<file path="src/rtl/issue_ctrl.sv">
// Issue controller between the decoder and the execute-stage register.
// Tracks pending loads, stalls on load-use/WAW hazards, serialises branches and traps on illegal codes.
module issue_ctrl #(
  parameter int CNT_W = 16
) (
  input  logic             clk,
  input  logic             rst,
  input  logic             dec_valid,
  output logic             dec_ready,
  input  logic [4:0]       dec_rs1i,
  input  logic [4:0]       dec_rs2i,
  input  logic [4:0]       dec_rdi,
  input  logic [31:0]      dec_imm,
  input  logic [11:0]      dec_code,
  input  logic             dec_isLoad,
  input  logic             dec_isBranch,
  output logic             ex_valid,
  input  logic             ex_ready,
  output logic [4:0]       ex_rs1i,
  output logic [4:0]       ex_rs2i,
  output logic [4:0]       ex_rdi,
  output logic [31:0]      ex_imm,
  output logic [11:0]      ex_code,
  output logic             ex_isLoad,
  output logic             ex_isBranch,
  input  logic             ld_done,
  input  logic [4:0]       ld_rd,
  input  logic             br_resolved,
  input  logic             br_taken,
  output logic             flush,
  output logic             trap,
  output logic [31:0]      sb_busy,
  output logic [CNT_W-1:0] stall_cnt
);

  typedef enum logic [1:0] {
    RUN     = 2'd0,
    WAIT_BR = 2'd1,
    TRAP    = 2'd2
  } state_t;

  state_t      state, state_d;
  logic        flush_d;
  logic [31:0] sb_d;
  logic        illegal;
  logic        hazard;
  logic        slot_free;
  logic        issue;
  logic        stall;

  // Hazards look only at the registered scoreboard; a same-cycle ld_done does not unblock.
  assign illegal   = (dec_code == 12'hFFF) || (dec_code == 12'h001);
  assign hazard    = ((dec_rs1i != 5'd0) && sb_busy[dec_rs1i]) ||
                     ((dec_rs2i != 5'd0) && sb_busy[dec_rs2i]) ||
                     ((dec_rdi  != 5'd0) && sb_busy[dec_rdi]);
  assign slot_free = !ex_valid || ex_ready;
  assign dec_ready = (state == RUN) && !hazard && slot_free && !illegal;
  assign issue     = dec_valid && dec_ready;
  assign stall     = dec_valid && !dec_ready && (state != TRAP);
  assign trap      = (state == TRAP);

  always_comb begin
    state_d = state;
    flush_d = 1'b0;
    case (state)
      RUN: begin
        if (dec_valid && illegal) begin
          state_d = TRAP;
        end else if (issue && dec_isBranch) begin
          state_d = WAIT_BR;
        end
      end
      WAIT_BR: begin
        if (br_resolved) begin
          state_d = RUN;
          flush_d = br_taken;
        end
      end
      TRAP:    state_d = TRAP;
      default: state_d = RUN;
    endcase
  end

  // Clear first so that a set on the same index in the same cycle wins.
  always_comb begin
    sb_d = sb_busy;
    if (ld_done && (ld_rd != 5'd0)) begin
      sb_d[ld_rd] = 1'b0;
    end
    if (issue && dec_isLoad && (dec_rdi != 5'd0)) begin
      sb_d[dec_rdi] = 1'b1;
    end
  end

  always_ff @(posedge clk) begin
    if (rst) begin
      state     <= RUN;
      flush     <= 1'b0;
      sb_busy   <= 32'd0;
      stall_cnt <= '0;
    end else begin
      state   <= state_d;
      flush   <= flush_d;
      sb_busy <= sb_d;
      if (stall && (stall_cnt != {CNT_W{1'b1}})) begin
        stall_cnt <= stall_cnt + CNT_W'(1);
      end
    end
  end

  always_ff @(posedge clk) begin
    if (rst) begin
      ex_valid    <= 1'b0;
      ex_rs1i     <= 5'd0;
      ex_rs2i     <= 5'd0;
      ex_rdi      <= 5'd0;
      ex_imm      <= 32'd0;
      ex_code     <= 12'd0;
      ex_isLoad   <= 1'b0;
      ex_isBranch <= 1'b0;
    end else if (issue) begin
      ex_valid    <= 1'b1;
      ex_rs1i     <= dec_rs1i;
      ex_rs2i     <= dec_rs2i;
      ex_rdi      <= dec_rdi;
      ex_imm      <= dec_imm;
      ex_code     <= dec_code;
      ex_isLoad   <= dec_isLoad;
      ex_isBranch <= dec_isBranch;
    end else if (ex_ready) begin
      ex_valid <= 1'b0;
    end
  end

endmodule

</file>
<file path="config.mk">
export PLATFORM = sky130hd
export DESIGN_NAME = issue_ctrl
export DESIGN_NICKNAME = d
export VERILOG_FILES = /design/src/rtl/issue_ctrl.sv
export SDC_FILE = /design/constraint.sdc
export NUM_CORES = 1
export LEC_CHECK = 0
export BUFFER_PORTS_ARGS = -buffer_cell sky130_fd_sc_hd__buf_2
export CAP_MARGIN = 30
export CORE_MARGIN = 2
export CORE_UTILIZATION = 45
export CTS_CLUSTER_DIAMETER = 30
export CTS_CLUSTER_SIZE = 30
export DETAILED_ROUTE_END_ITERATION = 8
export PLACE_DENSITY = 0.73
export SETUP_SLACK_MARGIN = 0.2
export SLEW_MARGIN = 10
export SYNTH_ARGS = -nofsm -noshare
export SYNTH_HDL_FRONTEND = slang
export SYNTH_SLANG_ARGS = --single-unit
</file>
<file path="constraint.sdc">
create_clock -name clk -period 6.7 [get_ports clk]
set_clock_uncertainty 0.05 [all_clocks]
set_input_delay 2.01 -clock clk [delete_from_list [all_inputs] [get_ports clk]]
set_output_delay 2.01 -clock clk [all_outputs]
set_load 0.02 [all_outputs]
</file>
### After elaboration in Yosys (flattened, before gate mapping)

Index checks and enable logic that the tools add are counted.

| storage, ports and cells | value |
|---|---|
| register bits after elaboration | 113 |
| bits of input ports | 73 |
| output and inout port bits | 113 |
| word-level logic and storage cells | 83 |

| operators by class | value |
|---|---|
| add/subtract/negate cells | 1 |
| order comparisons | 6 |
| eq/ne operators | 8 |
| muxes and demuxes | 18 |
| bitwise logic cells | 5 |
| reduce and logical (&&, ||, !) cells | 33 |

Operators with widths:

| kind | count |
|---|---|
| 2-to-1 mux 32 bit | 2 |
| AND 32 bit | 1 |
| NOT 32 bit | 1 |
| bitwise OR 32 bit | 1 |
| < comparator 5 x 6 -> 1 bit, second input constant | 4 |
| nonzero test 5 bit | 4 |
| logical AND 1 bit | 17 |
| adder 16 x 1 -> 16 bit, second input constant | 1 |
| != test 16 bit, second input constant | 1 |
| binary-select mux 1 bit (select 5 bit) | 3 |
| equality test 12 x 1 -> 1 bit, second input constant | 1 |
| equality test 12 bit, second input constant | 1 |
| demux 1 bit (select 5 bit) | 2 |
| >= comparator 5 x 1 -> 1 bit, second input constant | 2 |
| 2-to-1 mux 1 bit | 7 |
| 2-to-1 mux 2 bit | 3 |
| one-hot mux 2 bit (3 select lines) | 1 |
| zero test 1 bit | 4 |
| logical OR 1 bit | 4 |
| != test 2 bit, second input constant | 2 |
| != test 3 x 1 -> 1 bit, second input constant | 1 |
| OR reduction 3 bit | 1 |
| equality test 2 x 1 -> 1 bit, second input constant | 1 |
| equality test 2 bit, second input constant | 1 |
| 4 further kinds | 5 |

### Depth between registers and ports, before layout

| logic depth | value |
|---|---|
| depth in word-level cells | 14 |
| mapped depth | 11 |
| gate-level depth less buffers | 7 |

### Least setup slack after synthesis

OpenSTA, ideal clock, no wires.

| timing | value |
|---|---|
| path kind | input port to output port |
| from | input port dec_rs1i[1] |
| to | output port dec_ready |
| data arrival time | 4,149 ps |
| required time | 4,640 ps |
| path slack | 491 ps |
| stages on the path | 8 |
| path buffers | 3 |
| path through | buf_2 > mux4_2 > mux2i_1 > nor2_1 > or4_4 > a211oi_1 > buf_2 > buf_2 |

| on the way | value |
|---|---|
| cells in the longest elaborated chain, start to end | 9 |
| elaborated cells between the ends (all ways) | 10 |
| classes of those cells | mux (2); reduce/logical (8) |

RTL lines:

| item | RTL line | RTL |
|---|---|---|
| from (decl) | 10 | `input logic [4:0] dec_rs1i,` |
| binary-select mux 1 bit (select 5 bit) | 53 | `assign hazard = ((dec_rs1i != 5'd0) && sb_busy[dec_rs1i]) \|\|` |
| 2-to-1 mux 1 bit (implied by the code) | 53 |  |
| logical AND 1 bit (*) | 53 |  |
| logical OR 1 bit (*) | 53 |  |
| logical OR 1 bit (*) | 54 | `((dec_rs2i != 5'd0) && sb_busy[dec_rs2i]) \|\|` |
| zero test 1 bit (*) | 57 | `assign dec_ready = (state == RUN) && !hazard && slot_free && !illegal;` |
| logical AND 1 bit (*) (3 in series) | 57 |  |
| to (decl) | 9 | `output logic dec_ready,` |

Every way passes the cells marked *; elsewhere a longest branch is shown, timed or not. The select of a mux whose other input is x is not followed.

### Worst setup path after layout

Ends and elaborated chain as after synthesis.

==> results.ini <==
[cts]
cts.sink_count = 113
holdBufCountCts = 0
root_buffer = clkbuf_16
cts_setup_buffers = 0
cts_resized = 0
cts-root-to-sink-buffers = 2
cts_made_buffers = 17
cts_max_level = 4
clkSlewWorstSetupHoldPaths_ps = 50
cts_tree = built
clk-insertion-delay-late_ps = 410

[floorplanning]
design.core.area_sq_um = 11960
initial_core_util = 0.4576
floorplan.die.height_um = 114.3
ios = 186
std_cell_rows = 40
die_width_um = 114.3
design.die.area_sq_um = 13060

[routing]
drt-vias-per-instance = 5.822
drt_pre_antenna_iters = 6
detail-route-antenna-nets = 0
drt_wl_total_um = 16570
post_dr_wirelength_cell_um = 18.12
dr_total_vias = 5321
detail_route.iter0.violations = 625
route.detailed.drc = 0

[synth]
post-synth-top-area-fraction = 0.4133
postSynth.asyncResetShare = 0
yosysSeqAreaShare = 0.4133
synth_top_flop_cell = dfxtp_1
synth_seq_cells = 113
synth.yosys.warnings = 0
count_of_flip_flops_with_a_built_in_enable_after_synthesis = 0
mappedNetlistArea_sq_um = 5474
synthesis.nets = 659
ys_types = 56
synth_top_area_cell = dfxtp_1
synth_area_per_cell_sq_um = 9.357
post_synth_most_frequent_cells = dfxtp_1 (113), mux2i_1 (75), nor2_1 (75), nand3_1 (43), o21ai_1 (35)
netlist_top_cells_area = dfxtp_1 (41%), mux2i_1 (14%), mux4_2 (5.3%)
most_common_cell_in_the_netlist = dfxtp_1
synthesis.instances = 585

[critical_path]
cp-end-kind = output pin
setup.worst_path.start_class = input port
depth_of_the_worst_register_to_register_path = 8
worstPathRequired_ps = 4640
worstPathMaxFanout = 11
critPathArrivalTime_ps = 4160
path_class = input port to output pin

[worst_hold_path]
class_of_the_tightest_hold_or_removal_check = flop to flop
hold_depth = 2

[cells_and_area]
flow.area_growth_from_synthesis_pct = 28.96
nFillCells = 1026
sequential_cell_area_sq_um = 2262
stdcell_count = 914
drive_above_1_share = 0.3246
multiInputGateArea_sq_um = 2988
num_antenna_cells = 0
fin_nets = 828

[sta]
final_sum_of_negative_setup_slack_ps = 0
min_period_ps = 6219
timing.final.crit_share = 0.9281
grt_setup_unrepaired = no
max_freq_ghz = 0.1608
final_hold_viol_count = 0
report.final.setup_viol = 0
slew_headroom = 0.3604
worst_pin_slew_ps = 953.5
timing.final.max_slew_violations = 0

[place]
place.detailed.instances = 882
number_of_input_and_output_port_buffers_inserted = 185
dp.final_hpwl_um = 11930
gp_congestion = 0.9565

[outcome]
run_status = finished, final reports clean

[global_routing]
antenna_found_initial = 0
grt_first_pass_wirelength_um = 25720
grt_usage = 0.2514
grt_max_degree = 55
grt_pass1_vias = 5171
final_global_route_overflow_total = 0

[pwr]
vdd_ir_drop_max_mv = 0.1689
power.static_leakage_nw = 3.047
power.density_cell_area_nw_per_um2 = 271.7

[flow_run]
max_cap_viol_count = 0

cells by family (layout without fill, tap and decap cells):
logic type               after synthesis  count (layout)  synth area share
AO/OA/AOI/OAI                         94              94            0.1152
flip-flops                           113             113            0.4133
AND/OR/NAND/NOR                      233             233            0.2183
multiplexers                          97              97            0.2091
buffers and inverters                 47             229           0.04183
adder cells (fa/ha/maj)                1               1          0.002285
layout by cell type, fill, tap and decap left out, types with 3 or more instances in the layout:
cell type | synthesis | final
bufinv_16 | 0 | 4
o211ai_1 | 12 | 12
nor2_1 | 75 | 75
nor2b_1 | 18 | 18
nor3_1 | 5 | 5
or4_1 | 9 | 9
nor3b_1 | 5 | 5
nand2_1 | 32 | 32
clkinv_2 | 0 | 3
o311ai_0 | 3 | 3
or3_1 | 3 | 3
buf_2 | 6 | 185
o31ai_1 | 11 | 11
buf_4 | 2 | 5
mux4_2 | 13 | 13
clkbuf_16 | 0 | 17
nand2b_1 | 9 | 9
nand3_1 | 43 | 43
dfxtp_1 | 113 | 113
and3_1 | 6 | 6
nand4_1 | 7 | 7
a21oi_1 | 13 | 13
o221ai_1 | 4 | 4
o21ai_1 | 35 | 35
mux2_1 | 5 | 5
mux2_2 | 4 | 4
inv_1 | 6 | 6
nor4_1 | 7 | 7
clkinvlp_4 | 0 | 4
mux2i_1 | 75 | 75
worst paths after layout:
| path | from | to | slack (ps) |
|---|---|---|---|
| max reg2reg | sb_busy[3] | ex_imm[24] | 3310 |
| min reg2reg | ex_isBranch | ex_isBranch | 430 |
| max | dec_rs1i[1] | dec_ready | 480 |
| min | ex_isBranch | ex_isBranch | 430 |
per-stage QoR:
| stage | worst slack, ps | cell area, sq um | total power (W) | hold slack (ps) | utilization |
|---|---|---|---|---|---|
| 5_1_grt | 417.3 | 7059 | 0.001985 | 470.9 | 0.5902 |
| 2_1_floorplan | 490.5 | 5474 | 0.0008939 | 399.6 | - |
| 3_3_place_gp | 568.9 | 6424 | 0.0009613 | 411.7 | 0.5370 |
| 3_5_place_dp | 529.8 | 6424 | 0.0009691 | 425.0 | 0.5370 |
| 6_report | 481.4 | 7059 | 0.001918 | 431.7 | 0.5902 |
| 4_1_cts | 522.5 | 7059 | 0.001930 | 435.0 | 0.5902 |
cell type report:
class,instances,share of cell area
multi-input combinational,425,0.4233
timing repair buffer,190,0.1365
tap,147,0.02605
inverter,7,0.003722
clock buffer,19,0.06416
clock inverter,13,0.02588
sequential,113,0.3205
registers in the layout, summed over array words and instances (netlist names), 2 cells and up:
name,flops
ex_imm,32
sb_busy,32
stall_cnt,16
ex_code,12
ex_rdi,5
ex_rs1i,5
ex_rs2i,5
state,2
power by group:
part           total, W  switching [W]  internal [W]
Sequential     0.000716      0.0000158      0.000700
Clock          0.000962       0.000321      0.000641
Combinational  0.000240       0.000149     0.0000909
worst max-delay path, cell delays in order:
cell and delay (ps):
buf_2 240, mux4_2 550, mux2i_1 180, nor2_1 60, or4_4 540, a211oi_2 340, buf_2 230
metal layers:
layer  wire length, um  vias up  share of wire  GRT usage
met3              1521       43          0.092    0.07358
met5                 0        -              0          0
li1                  -     2503              -          -
met1              6725     2492           0.41     0.3037
met2              7910      283           0.48     0.4095
met4               409        0          0.025     0.1252
(Power assumes the default switching activity.)
